**config.mk**
```make
export PLATFORM = sky130hd
export DESIGN_NAME = pc_unit
export DESIGN_NICKNAME = d
export VERILOG_FILES = /design/src/rtl/pc_unit_pkg.sv /design/src/rtl/return_stack.sv /design/src/rtl/pc_unit.sv
export SDC_FILE = /design/constraint.sdc
export NUM_CORES = 1
export LEC_CHECK = 0
export CAP_MARGIN = 20
export CORE_ASPECT_RATIO = 1.5
export CORE_MARGIN = 2
export CORE_UTILIZATION = 52
export DETAILED_ROUTE_END_ITERATION = 8
export HOLD_SLACK_MARGIN = 0.05
export MAX_ROUTING_LAYER = met4
export PLACE_DENSITY = 0.74
export SLEW_MARGIN = 5
export SYNTH_ARGS = -nofsm -noshare
export SYNTH_HDL_FRONTEND = slang
export SYNTH_SLANG_ARGS = --single-unit
```
**constraint.sdc**
```tcl
create_clock -name clk -period 3.1 [get_ports clk]
set_input_delay 0.31 -clock clk [delete_from_list [all_inputs] [get_ports clk]]
set_output_delay 0.31 -clock clk [all_outputs]
set_load 0.05 [all_outputs]
```
**src/rtl/pc_unit_pkg.sv**
```systemverilog
// pc_unit_pkg: shared types and default sizes for the program-counter unit.
// Optional build macro used by this slice: PC_UNIT_CIRCULAR_STACK_EN.
package pc_unit_pkg;

    typedef enum logic [1:0] {
        PC_SRC_PLUS1  = 2'd0,
        PC_SRC_CONST  = 2'd1,
        PC_SRC_OFFSET = 2'd2,
        PC_SRC_STACK  = 2'd3
    } pc_src_t;

    localparam int DEFAULT_PC_WIDTH     = 12;
    localparam int DEFAULT_OFFSET_WIDTH = 8;
    localparam int DEFAULT_STACK_DEPTH  = 8;

endpackage

```
**src/rtl/return_stack.sv**
```systemverilog
// return_stack: LIFO of return addresses with a fill level.
// The write pointer always names the next free slot, so the top entry sits at ptr-1.
// With PC_UNIT_CIRCULAR_STACK_EN defined, a push while full overwrites the oldest
// entry (which is exactly the slot the pointer names once the buffer has wrapped);
// otherwise such a push is dropped. push and pop arrive already qualified by stall.
module return_stack
    import pc_unit_pkg::*;
#(
    parameter int WIDTH = DEFAULT_PC_WIDTH,
    parameter int DEPTH = DEFAULT_STACK_DEPTH
) (
    input  logic                       clk,
    input  logic                       rst,
    input  logic                       push,
    input  logic                       pop,
    input  logic [WIDTH-1:0]           write_data,
    output logic [WIDTH-1:0]           top,
    output logic [$clog2(DEPTH):0]     level
);

    localparam int AW = $clog2(DEPTH);
    localparam int LW = AW + 1;

    logic [WIDTH-1:0] mem [DEPTH];
    logic [AW-1:0]    ptr;
    logic [AW-1:0]    top_idx;
    logic             full;
    logic             empty;
    logic             do_push;
    logic             do_pop;
    logic             do_replace;

    assign top_idx = ptr - AW'(1);
    assign top     = mem[top_idx];
    assign full    = (level == LW'(DEPTH));
    assign empty   = (level == '0);

    // Decode the requested operation; push+pop on an empty stack does nothing here.
    always_comb begin
        do_replace = push && pop && !empty;
        do_pop     = pop && !push && !empty;
`ifdef PC_UNIT_CIRCULAR_STACK_EN
        do_push    = push && !pop;
`else
        do_push    = push && !pop && !full;
`endif
    end

    // Pointer and fill level; level saturates at DEPTH when a full push wraps.
    always_ff @(posedge clk) begin
        if (!rst) begin
            ptr   <= '0;
            level <= '0;
        end else if (do_push) begin
            ptr <= ptr + AW'(1);
            if (!full) begin
                level <= level + LW'(1);
            end
        end else if (do_pop) begin
            ptr   <= top_idx;
            level <= level - LW'(1);
        end
    end

    // Entry storage: a push writes the free slot, push+pop rewrites the top in place.
    always_ff @(posedge clk) begin
        if (rst) begin
            if (do_push) begin
                mem[ptr] <= write_data;
            end else if (do_replace) begin
                mem[top_idx] <= write_data;
            end
        end
    end

endmodule

```
**src/rtl/pc_unit.sv**
```systemverilog
// pc_unit: program counter, incrementer, relative-branch adder, next-PC mux,
// return-address stack and sticky stack error flags.
// Optional build macro: PC_UNIT_CIRCULAR_STACK_EN (circular return stack, no overflow flag).
module pc_unit
    import pc_unit_pkg::*;
#(
    parameter int PC_WIDTH     = DEFAULT_PC_WIDTH,
    parameter int OFFSET_WIDTH = DEFAULT_OFFSET_WIDTH,
    parameter int STACK_DEPTH  = DEFAULT_STACK_DEPTH
) (
    input  logic                          clk,
    input  logic                          rst,
    input  logic                          stall,
    input  logic [1:0]                    pc_src,
    input  logic                          push,
    input  logic                          pop,
    input  logic [PC_WIDTH-1:0]           jump_target,
    input  logic [OFFSET_WIDTH-1:0]       offset,
    output logic [PC_WIDTH-1:0]           pc,
    output logic [PC_WIDTH-1:0]           pc_plus1,
    output logic [$clog2(STACK_DEPTH):0]  stack_level,
    output logic                          stack_overflow,
    output logic                          stack_underflow
);

    pc_src_t             src;
    logic [PC_WIDTH-1:0] offset_ext;
    logic [PC_WIDTH-1:0] branch_target;
    logic [PC_WIDTH-1:0] stack_top;
    logic [PC_WIDTH-1:0] next_pc;
    logic                stack_empty;
    logic                underflow_event;

    assign src           = pc_src_t'(pc_src);
    assign pc_plus1      = pc + PC_WIDTH'(1);
    assign offset_ext    = PC_WIDTH'($signed(offset));
    assign branch_target = pc_plus1 + offset_ext;
    assign stack_empty   = (stack_level == '0);

    return_stack #(
        .WIDTH (PC_WIDTH),
        .DEPTH (STACK_DEPTH)
    ) u_return_stack (
        .clk        (clk),
        .rst        (rst),
        .push       (push && !stall),
        .pop        (pop && !stall),
        .write_data (pc_plus1),
        .top        (stack_top),
        .level      (stack_level)
    );

    // Next-PC source mux; a return from an empty stack falls through to pc+1.
    always_comb begin
        next_pc = pc_plus1;
        case (src)
            PC_SRC_PLUS1:  next_pc = pc_plus1;
            PC_SRC_CONST:  next_pc = jump_target;
            PC_SRC_OFFSET: next_pc = branch_target;
            PC_SRC_STACK:  next_pc = stack_empty ? pc_plus1 : stack_top;
            default:       next_pc = pc_plus1;
        endcase
    end

    // PC register: reset dominates, stall freezes it.
    always_ff @(posedge clk) begin
        if (!rst) begin
            pc <= '0;
        end else if (!stall) begin
            pc <= next_pc;
        end
    end

    assign underflow_event = !stall && stack_empty && (pop || (src == PC_SRC_STACK));

    // Sticky underflow flag, cleared only by reset.
    always_ff @(posedge clk) begin
        if (!rst) begin
            stack_underflow <= 1'b0;
        end else if (underflow_event) begin
            stack_underflow <= 1'b1;
        end
    end

`ifdef PC_UNIT_CIRCULAR_STACK_EN
    assign stack_overflow = 1'b0;
`else
    logic stack_full;
    assign stack_full = (stack_level == ($clog2(STACK_DEPTH) + 1)'(STACK_DEPTH));

    // Sticky overflow flag set by a lone push into a full stack.
    always_ff @(posedge clk) begin
        if (!rst) begin
            stack_overflow <= 1'b0;
        end else if (!stall && push && !pop && stack_full) begin
            stack_overflow <= 1'b1;
        end
    end
`endif

endmodule

```
# == Word-level counts from Yosys, hierarchy flattened ==
# Memory sizes are Yosys's and may differ from the RTL's.
# Index checks and enable logic that the tools add are counted.
# word_totals
input_bits,27
memories,1
regBits,21
ram_bits,96
output_inout_bits,30
# op_classes
n_mux,17
addsub,6
reduce_logical,24
n_eq_ne,5
# mem_list
name,words,word_bits,read_ports,rd_clocked_by_memory_dff,write_ports,line_no,rtl
u_return_stack.mem,8,12,1,0,1,return_stack.sv:24,logic [WIDTH-1:0] mem [DEPTH];
# op_table
op,n
case mux 12 bit (4 select lines),1
2-to-1 mux 12 bit,2
adder 12 x 1 -> 12 bit (second input constant),1
adder 12 bit,1
logical AND 1 bit,12
2-to-1 mux 4 bit,3
OR reduction 12 bit,1
2-to-1 mux 3 bit,3
2-to-1 mux 1 bit,8
zero test 1 bit,6
adder 4 x 1 -> 4 bit (second input constant),1
== test 2 bit (second input constant),2
== test 4 bit (second input constant),1
zero test 4 bit,1
subtractor 4 x 1 -> 4 bit (second input constant),1
adder 3 x 1 -> 3 bit (second input constant),1
subtractor 3 x 1 -> 3 bit (second input constant),1
== test 2 x 1 -> 1 bit (second input constant),1
zero test 2 bit,1
!= test 2 bit (second input constant),1
AND reduction 2 bit,1
nonzero test 2 bit,1
logical OR 1 bit,1

# == Depth between registers and ports, before layout ==
# Gate-level depths: netlist (run 1).
# logic_depth
depth_word,10
mapped_depth,12
mapped_depth_nobuf,12

# == Hierarchy ==
# From an unflattened synthesis (run 1), not the netlist that was laid out.
# unflattened
hier_cells,467
area_unflattened_um2,6135.9
# modules_own_cells
mod,n_inst,seq_area_each_um2,cells_each,area_per_inst_um2
return_stack,1,3022.9,228,4329.2
pc_unit,1,280.3,239,1806.7

# == Least setup slack after synthesis (run 1) ==
# OpenSTA, ideal clock, no wires.
# synth_timing
kind,register to register
start,register pc[0]
end,register pc[9]
setup_time_ps,122
slack_ps,-1024
path_stages_with_launch,11
n_path_buf,0
arrival_time_ps,4002
required_ps,2978
path_cell_list,dfxtp_1 -> ha_1 -> nand3_1 -> xnor2_1 -> ha_1 -> and2_1 -> a221oi_1 -> a21oi_1 -> or3_1 -> nand3_1 -> a21oi_1
# synth_via
elab_chain_cells,3
# synth_lines
element,line_no,rtl
start: declaration,pc_unit.sv:19,"output logic [PC_WIDTH-1:0] pc,"
start signal: assignment,pc_unit.sv:70,pc <= next_pc;
adder 12 x 1 -> 12 bit,pc_unit.sv:35,assign pc_plus1 = pc + PC_WIDTH'(1);
net pc_plus1[4],pc_unit.sv:20,"output logic [PC_WIDTH-1:0] pc_plus1,"
adder 12 bit,pc_unit.sv:37,assign branch_target = pc_plus1 + offset_ext;
case mux 12 bit (4 select lines),pc_unit.sv:56,case (src)
# The timed path passes the listed nets, and every way through them passes these cells.
# A chain may end at the register's enable or synchronous reset.

# == Worst setup path after layout (run 1) ==
# layout_timing
start,register pc[2]
end,output port pc_plus1[9]
# layout_via
elab_chain_cells,1
# layout_lines
element,line_no
adder 12 x 1 -> 12 bit,pc_unit.sv:35
end: declaration,pc_unit.sv:20
# No other way between the ends.

==> summary.md, run 1 <==
| Metric | Value |
|---|---|
| Critical-path top delay cell | `clkdlybuf4s50_1` |
| Slew @ Worst Pin | `roughly 0.56 ns` |
| 1st-iter DRT viols | `about 200` |
| # fillers | `810` |
| YS warnings | `0` |
| GR Util All Layers | `0.261` |
| Synth Cell Area | `5810 µm²` |
| Cell count after synthesis | `424` |
| Synth cell count leaders | `96 x edfxtp_1, 23 x a21oi_1, 23 x mux4_2, 23 x nand2_1` |
| Hold_buf cts | `0` |
| Final #Nets | `approximately 560` |
| Fin cells | `678` |
| CTS H-tree lvls | `4` |
| Post-Place Cells | `646` |
| Post-DP HPWL | `around 10 mm` |
| Full die area | `12100 µm²` |
| Clock-pin slew on the worst setup and hold paths | `0.05 ns` |
| Synth Net Count | `470` |
| Worst Clk Skew | `0.00780 ns` |
| IO Port Bufs | `56` |
| Initial Utilization | `0.529` |
| CP endpoint | `pc_plus1[9]` |
| RR Startpoint | `pc[0]$_SDFFE_PN0N_` |
| HP Start | `stack_underflow$_SDFFE_PN0P_` |
| Hold depth | `1` |
| Highest clock rate | `339 MHz` |
| WP depth | `5` |
| Synth Register Bits | `117` |
| Die width | `90.3 µm` |
| Final Routed Wirelength | `14.3 mm` |
| Die height | `~130 µm` |
| Initial antenna violation count | `0` |
| Slowest stage delay, CP | `0.84 ns` |
| Synth area leaders | `edfxtp_1 50%, mux4_2 8.9%, dfxtp_1 7.2%, ha_1 3.7%, mux2i_1 2.4%` |
| Most frequent cell after synthesis | `edfxtp_1` |
| Seq/Total Area, Yosys | `0.568` |
| CTS Buffer Depth | `2` |
| Core box area | `11000 µm²` |
| Final hold vios | `0` |
| Crit path max fanout | `7` |
| Final slew viol count | `0` |
| Vias in the first global route | `4199` |
| Reg2Reg Depth | `12` |
| Final period utilization | `0.951` |
| HP Class | `reg2reg` |
| Reg2reg end | `pc[11]$_SDFFE_PN0N_` |
| Startpoint Class | `flop` |
| Post-synth top area share | `0.496` |
| RSZ-0062 raised after global routing | `false` |
| Via count | `4054` |
| Sink Count | `117` |
| Vias/cell | `5.98` |
| Syn_area_per_cell | `13.7 µm²` |
| Synth async-reset ratio | `0` |
| Routed wire per std cell | `21.1 µm` |
| Fin Setup TNS | `0 ns` |
| Ys flop type | `edfxtp_1` |
| Later-pin clock latency in the skew report | `0.41 ns` |
| Area of the multi-input gates | `~2500 µm²` |
| EDFF count, synth | `96` |
| Remaining antenna violation count after routing | `0` |
| GRT overflow | `0` |
| Maximum VDD drop | `0.000509 V` |
| Netlist cell types | `between 60 and 70` |
| Clk root buf | `clkbuf_16` |
| Worst-path cell chain | `nand4_4 > nor2_1 > nand3_1 > xnor2_4 > clkdlybuf4s50_1` |
| First-pass GRT wire length | `between 20 and 25 mm` |
| Area leader, netlist | `edfxtp_1` |
| R2r setup slk | `0.20 ns` |
| Number of top-level pins | `57` |
| Placer Congestion | `0.970` |
| Total CTS buffers | `17` |
| Leakage | `2.73 nW` |
| Critical path buffers and inverters | `1` |
| Rows | `47` |
| Crit path from | `pc[2]$_SDFFE_PN0N_` |
| DRC Markers | `0` |
| Drt first pass iters | `7` |
| PD cells | `about 630 nW/µm²` |
| Worst Setup End Kind | `output pin` |
| Register area | `approximately 3300 µm²` |
| Synth-to-layout area growth | `28.2%` |
| Req. time, crit path | `about 2.8 ns` |
| Slew HR | `0.625` |
| Max cap viols | `0` |
| Share of cells above drive strength 1 | `0.228` |
| Status | `finished, final reports clean` |
| Worst EP arrival | `2.64 ns` |
| Setup violations, final | `0` |
| Tmin final | `2.95 ns` |
| Largest net degree at the start of global routing | `32` |
| Top cell family by delay on the critical path | `buffers and inverters` |
| Ant. Diodes | `0` |
| CTS tree | `built` |
| Setup CP Type | `reg2out` |
[power breakdown]
part | internal, mW | total [mW] | leakage, nW | switching [mW]
registers | 1.76 | 1.80 | 1.05 | 0.0401
logic | 0.389 | 0.959 | 1.40 | 0.570
clock network | 1.25 | 1.94 | 0.277 | 0.689
[cell type report]
| cell class | count | area share |
|---|---|---|
| multi-input cells | 275 | 0.331 |
| flip-flops and latches | 117 | 0.445 |
| inverters | 15 | 0.00756 |
| repair buffers | 92 | 0.113 |
| well taps | 147 | 0.0247 |
| clock inverters | 14 | 0.0215 |
| clock buffers | 18 | 0.0576 |
[logic make-up (layout without fill, tap and decap cells)]
family,Yosys count,count (layout),share of synthesized area
AND/OR/NAND/NOR,103,103,0.102
adder cells (fa/ha/maj),19,19,0.0435
flip-flops,117,117,0.568
AO/OA/AOI/OAI,91,91,0.104
XOR/XNOR,23,23,0.0359
multiplexers,39,39,0.120
buffers and inverters,32,139,0.0265
[what timing repair did]
item                       CTS  global route
setup endpoints to repair    0             3
buffers inserted             0             0
gates resized for setup      0             4
[how the worst min path moves through the flow]
stage,endpoint,slack (ns)
after global routing,stack_underflow$_SDFFE_PN0P_,0.51
after global placement,stack_underflow$_SDFFE_PN0P_,0.45
after CTS,stack_underflow$_SDFFE_PN0P_,0.47
final,stack_underflow$_SDFFE_PN0P_,0.47
after floorplan,pc[7]$_SDFFE_PN0N_,0.54
after detailed placement,stack_underflow$_SDFFE_PN0P_,0.46
[through the flow]
stage | hold slack [ns] | cell area (µm²) | util | worst slack [ns] | power (mW)
finish | 0.465 | 7450 | 0.678 | 0.151 | 4.70
global route | 0.507 | 7450 | 0.678 | 0.0515 | 4.86
CTS | 0.472 | 7440 | 0.676 | 0.0356 | 4.71
detailed placement | 0.461 | 6850 | 0.623 | 0.123 | 2.78
global placement | 0.454 | 6850 | 0.623 | 0.273 | 2.76
floorplan | 0.539 | 5920 | - | 0.0275 | 2.48
[state kept, by name, summed over array words and instances, names as in the netlist]
| register | flops |
|---|---|
| u_return_stack.ptr | 3 |
| u_return_stack.mem | 96 |
| pc | 12 |
| stack_underflow | 1 |
| stack_overflow | 1 |
| u_return_stack.level | 4 |
[cell usage in the layout (no fill, tap or decap), types with 10 or more instances in the layout]
cell type / count
nand3_1: 13
nand2_1: 23
dfxtp_1: 15
inv_1: 15
mux4_2: 23
o21ai_0: 21
mux2i_1: 14
buf_4: 37
clkbuf_16: 17
edfxtp_1: 96
and2_1: 10
ha_1: 16
a21oi_1: 23
nor2_1: 20
clkdlybuf4s50_1: 52
[worst reg2reg max path, cell delays in order (launching register included)]
cell and delay [ns]:
dfxtp_4 0.39, ha_2 0.24, nand3_2 0.18, nor3_1 0.26, xnor2_1 0.19, inv_1 0.10, ha_1 0.33, and3_1 0.21
nand2_1 0.08, a21oi_1 0.25, o211ai_1 0.23, and3_1 0.21, o31ai_2 0.16
[per-layer routing]
| metal | up-vias | track usage | wire length (µm) |
|---|---|---|---|
| li1 | 1842 | - | - |
| met1 | 2027 | 0.296 | 5530 |
| met2 | 145 | 0.439 | 7520 |
| met3 | 40 | 0.0458 | 527 |
| met4 | 0 | 0.147 | 731 |
| met5 | - | - | 0 |
(Power assumes the default switching activity.)
==> run 2, diff against run 1 <==
- SKIP_CTS_REPAIR_TIMING: default -> 1
==> results of run 2 <==
Same layout as run 1: the final DEF is identical, and so are final timing and power.
==> RTL change 1 (config.mk and constraints of run 1) <==
Build with the macro `PC_UNIT_CIRCULAR_STACK_EN` defined.
--- a/src/rtl/return_stack.sv
+++ b/src/rtl/return_stack.sv
@@ -4,4 +4,6 @@
 // entry (which is exactly the slot the pointer names once the buffer has wrapped);
 // otherwise such a push is dropped. push and pop arrive already qualified by stall.
+`define PC_UNIT_CIRCULAR_STACK_EN
+
 module return_stack
     import pc_unit_pkg::*;
Function: same outputs for any inputs over 4 cycles, from zero or initial values and one cycle with rst low; that may be too few to reach the edited logic, so the function may still have changed.
==> RTL change 1 against run 1 <==
  * Synthesized area shrank 0.65%
  * Utilization down 0.63 points
  * Worst setup slack got worse by 0.0085 ns
  * Count of clock-buffer cells in the layout is 1 lower
  * Sequential cell count down 1
  * Critical path depth is 1 lower
  * Combinational power up 5%
  * Die area fell by 0.62%
  * First-iteration DRC count increased by 42%
  * Wire length rose by 0.13%
  * Cell area shrank 1.5%
  * Worst hold slack better by 0.020 ns
  * Total power up 0.92%
  * Register-to-register slack worse by 0.02 ns
  * Largest cell class unchanged
==> RTL change 1: results (changes against run 1) <==
compound-cell area share of the yosys netlist 9.38% (-0.99 points); Clock Skew 0.00852 ns (+0.000715 ns); largest cells by area after synthesis edfxtp_1, mux4_2, dfxtp_1; Slew @ Worst Pin 0.611 ns (+0.0535 ns); Crit Path Max Fanout 11 (+4); critical path arrival 2.65 ns (about the same); largest net degree at the start of global routing 33 (+3.1%); Static Leak 0.00269 uW (-1.2%); post-synthesis sequential area ratio 56.8% (about the same); proportion of layout cells with a drive suffix above 1 20.1% (-2.7 points); PortBufs 55 (-1.8%); placed insts 632 (-2.2%); DR pass1 iterations 5 (-2); wire per inst 21.6 um (+2.2%); drt first-iter violations 280 (+42%); Setup WS pre-CTS 0.133 ns (+0.00921 ns); global placer's final weighted congestion 0.909 (-6.2%); vias in the first global route 4,067 (-3.1%); crit-path max cell delay 0.88 ns (+0.04 ns); Met2 Wirelength 7.38 mm (-1.8%); WL met1 5.63 mm (+1.7%); DP Area 6750 um^2 (-1.5%); post-synthesis adder-cell area fraction 4.59% (+0.24 points); status complete, no violations; Met3 Wirelength 632 um (+20%)
-- RTL change 1: cell families after synthesis --
group	count (synthesis)
XOR/XNOR	28
AO/OA/AOI/OAI	80
flip-flops	116
adder cells (fa/ha/maj)	20
other	1
multiplexers	45
AND/OR/NAND/NOR	101
buffers and inverters	31
-- RTL change 1: routing by layer --
| metal | track usage, % | vias to the layer above |
|---|---|---|
| met5 | - | - |
| met4 | 14.6 | 0 |
| met3 | 4.44 | 37 |
| met2 | 42.3 | 167 |
| met1 | 29.6 | 1959 |
| li1 | - | 1816 |
-- RTL change 1: layout make-up --
cell class | count | area, um^2
Clock buffer | 17 | 425
Timing Repair Buffer | 85 | 788
Inverter | 9 | 33.8
Tap cell | 147 | 184
Sequential cell | 116 | 3290
Fill cell | 821 | 3590
Clock inverter | 15 | 165
Multi-Input combinational cell | 275 | 2460
-- RTL change 1: where the power goes --
group          leakage [uW]  switching (uW)  total, uW  internal (uW)
combinational       0.00137             593       1010            414
sequential          0.00105            51.8       1810           1760
clock              0.000281             679       1930           1250
-- RTL change 1: worst paths after layout --
kind | start | endpoint | slack, ns | cells after the start
min | stack_underflow | stack_underflow | 0.49 | 1
min reg2reg | stack_underflow | stack_underflow | 0.49 | 1
max reg2reg | pc[4] | pc[11] | 0.18 | 10
max | pc[5] | pc_plus1[7] | 0.14 | 4
-- RTL change 1: critical path: cells and delay by family (launching register included) --
| kind | cells | cell delay [ns] |
|---|---|---|
| simple gates | 2 | 0.49 |
| flops | 1 | 0.51 |
| xor+xnor | 1 | 0.36 |
| buf+inv | 1 | 0.88 |
==> RTL change 2 (config.mk and constraints of run 1) <==
Without the edit above. Register the input `offset` before use, without a reset. The logic sees it one clock later. The other inputs are not delayed to match.
--- a/src/rtl/pc_unit.sv
+++ b/src/rtl/pc_unit.sv
@@ -24,4 +24,10 @@
 );
 
+    logic [OFFSET_WIDTH-1:0] offset_q;
+
+    always_ff @(posedge clk) begin
+        offset_q <= offset;
+    end
+
     pc_src_t             src;
     logic [PC_WIDTH-1:0] offset_ext;
@@ -34,5 +40,5 @@
     assign src           = pc_src_t'(pc_src);
     assign pc_plus1      = pc + PC_WIDTH'(1);
-    assign offset_ext    = PC_WIDTH'($signed(offset));
+    assign offset_ext    = PC_WIDTH'($signed(offset_q));
     assign branch_target = pc_plus1 + offset_ext;
     assign stack_empty   = (stack_level == '0);
Formal check against the unedited RTL: not equivalent (a bounded check fails within 4 cycles, from zero or initial values and one cycle with rst low).
==> RTL change 2 against run 1 <==
  * Critical path depth grew 1
  * Synthesized area grew 5.2%
  * Wire length grew 4.7%
  * Total power grew 0.89%
  * Combinational power grew 4.2%
  * Worst setup slack lost 0.061 ns
  * Non-clock buffer count shrank 3
  * Clock power shrank 6%
  * Sequential cell count grew 8
  * Cell area grew 3.6%
  * Critical path type unchanged
==> RTL change 2: results (changes against run 1) <==
status complete, no violations; detailed-route via count 4,299 (+6.0%); first-pass GRT wire length 23.4 mm (+3.4%); Static Leak 0.00287 uW (+5.1%); synth unique cells 67 (+6.3%); proportion of layout cells with a drive suffix above 1 18.5% (-4.3 points); R2R depth 9 (-3); Clock Skew 0.00643 ns (-0.00137 ns); Layout Nets 594 (+5.3%); global placer's final weighted congestion 0.914 (-5.7%); Hold Crit Class in -> reg; PortBufs 56 (unchanged); CTS root buffer clkbuf_16; post-synthesis sequential area ratio 56.6% (-0.21 points); Synth async-reset ratio 0% (unchanged); Max rail drop VDD 0.481 mV (-5.6%); Max stage delay cell, worst path clkdlybuf4s50_1; vias in the first global route 4,331 (+3.1%); Reg-to-Reg End pc[11]; final WL 15.0 mm (+4.7%); ANT cells 0 (unchanged); Crit Path Max Fanout 10 (+3); switch share 27.7% (+0.049 points); Tot GR Track Use 26.0% (-0.086 points); Synth top cells by count edfxtp_1, dfxtp_1, a21oi_1, nand2_1; R2R setup slack 0.13 ns (-0.07 ns); crit-path max cell delay 0.82 ns (-0.02 ns); htree depth 4 (unchanged); Synthesized Nets 506 (+7.7%); CP startpoint pc[3]; Max-Slew Margin vs Limit 47.0% (-16 points); dpl hpwl 10.6 mm (+1.9%); Longest Clk Path Bufs 2 (unchanged); DR pass1 iterations 5 (-2); FF-to-FF Start pc[6]; Setup crit end pc_plus1[8]; largest cells by area after synthesis edfxtp_1, dfxtp_1, mux4_2; crit-path leading delay family buffers and inverters; drt first-iter violations 309 (+57%); biggest regs u_return_stack.mem x96, pc x12, offset_q x8; fillcell total 798 (-1.5%)
## RTL change 2: per-layer routing
metal  wire [um]  vias to the layer above  global-route usage, %
met4         532                        0                   12.3
met3         705                       37                   4.74
met2        7980                      186                   44.0
met1        5760                     2111                   30.2
li1            -                     1965                      -
met5           0                        -                      -
## RTL change 2: repair_timing
action	in CTS	in global routing
setup endpoints to repair	1	2
hold buffers	0	0
hold endpoints to repair	0	0
buffers inserted	0	0
gates resized for setup	1	2
cloned	0	0
## RTL change 2: worst reg2reg max path: cells and delay by family (launching register included)
family / cells / cell delay, ns
AOI/OAI and AO/OA: 3 / 0.90
and+or+nand+nor: 4 / 0.76
DFF: 1 / 0.53
adders and majority gates: 1 / 0.40
xor gates and xnor gates: 1 / 0.26
## RTL change 2: layout make-up
cell class / instances / share of cell area, %
well taps: 150 / 2.43
flip-flops and latches: 125 / 44.9
multi-input cells: 292 / 33.2
clock inverters: 11 / 1.33
clock buffers: 19 / 5.61
inverters: 22 / 1.07
repair buffers: 89 / 11.5
## RTL change 2: power groups by stage
stage	Clock [uW]	Sequential [uW]	Combinational, uW
3_3_place_gp	0	1950	974
4_1_cts	1840	1920	1000
2_1_floorplan	0	2020	604
5_1_grt	1910	1930	1070
6_report	1820	1920	999
3_5_place_dp	0	1960	993
## RTL change 2: worst min-delay path by stage
stage                    startpoint         endpoint  slack [ns]  cells after the start
finish                    offset[6]      offset_q[6]        0.34                      1
floorplan                 offset[0]      offset_q[0]        0.34                      0
global route              offset[5]      offset_q[5]        0.34                      1
CTS                       offset[6]      offset_q[6]        0.32                      1
global placement    stack_underflow  stack_underflow        0.45                      1
detailed placement  stack_underflow  stack_underflow        0.46                      1
## RTL change 2: cells by family after synthesis
family / count (synthesis) / synth area share, %
compound gates: 103 / 11.4
xor+xnor: 22 / 3.27
fa+ha+maj: 20 / 4.34
buf+inv: 42 / 3.27
flops: 125 / 56.6
mux: 37 / 11.6
simple gates: 110 / 9.53
## RTL change 2: stage by stage
step	cell area (um^2)	setup slack, ns	utilization, %	hold slack (ns)	instances
after CTS	7720	0.0374	67.3	0.324	708
after global placement	7190	0.282	62.6	0.453	678
after global routing	7720	0.0145	67.3	0.339	708
after floorplan	6230	0.0200	-	0.338	459
after detailed placement	7190	0.158	62.6	0.461	678
final	7720	0.0900	67.3	0.335	708
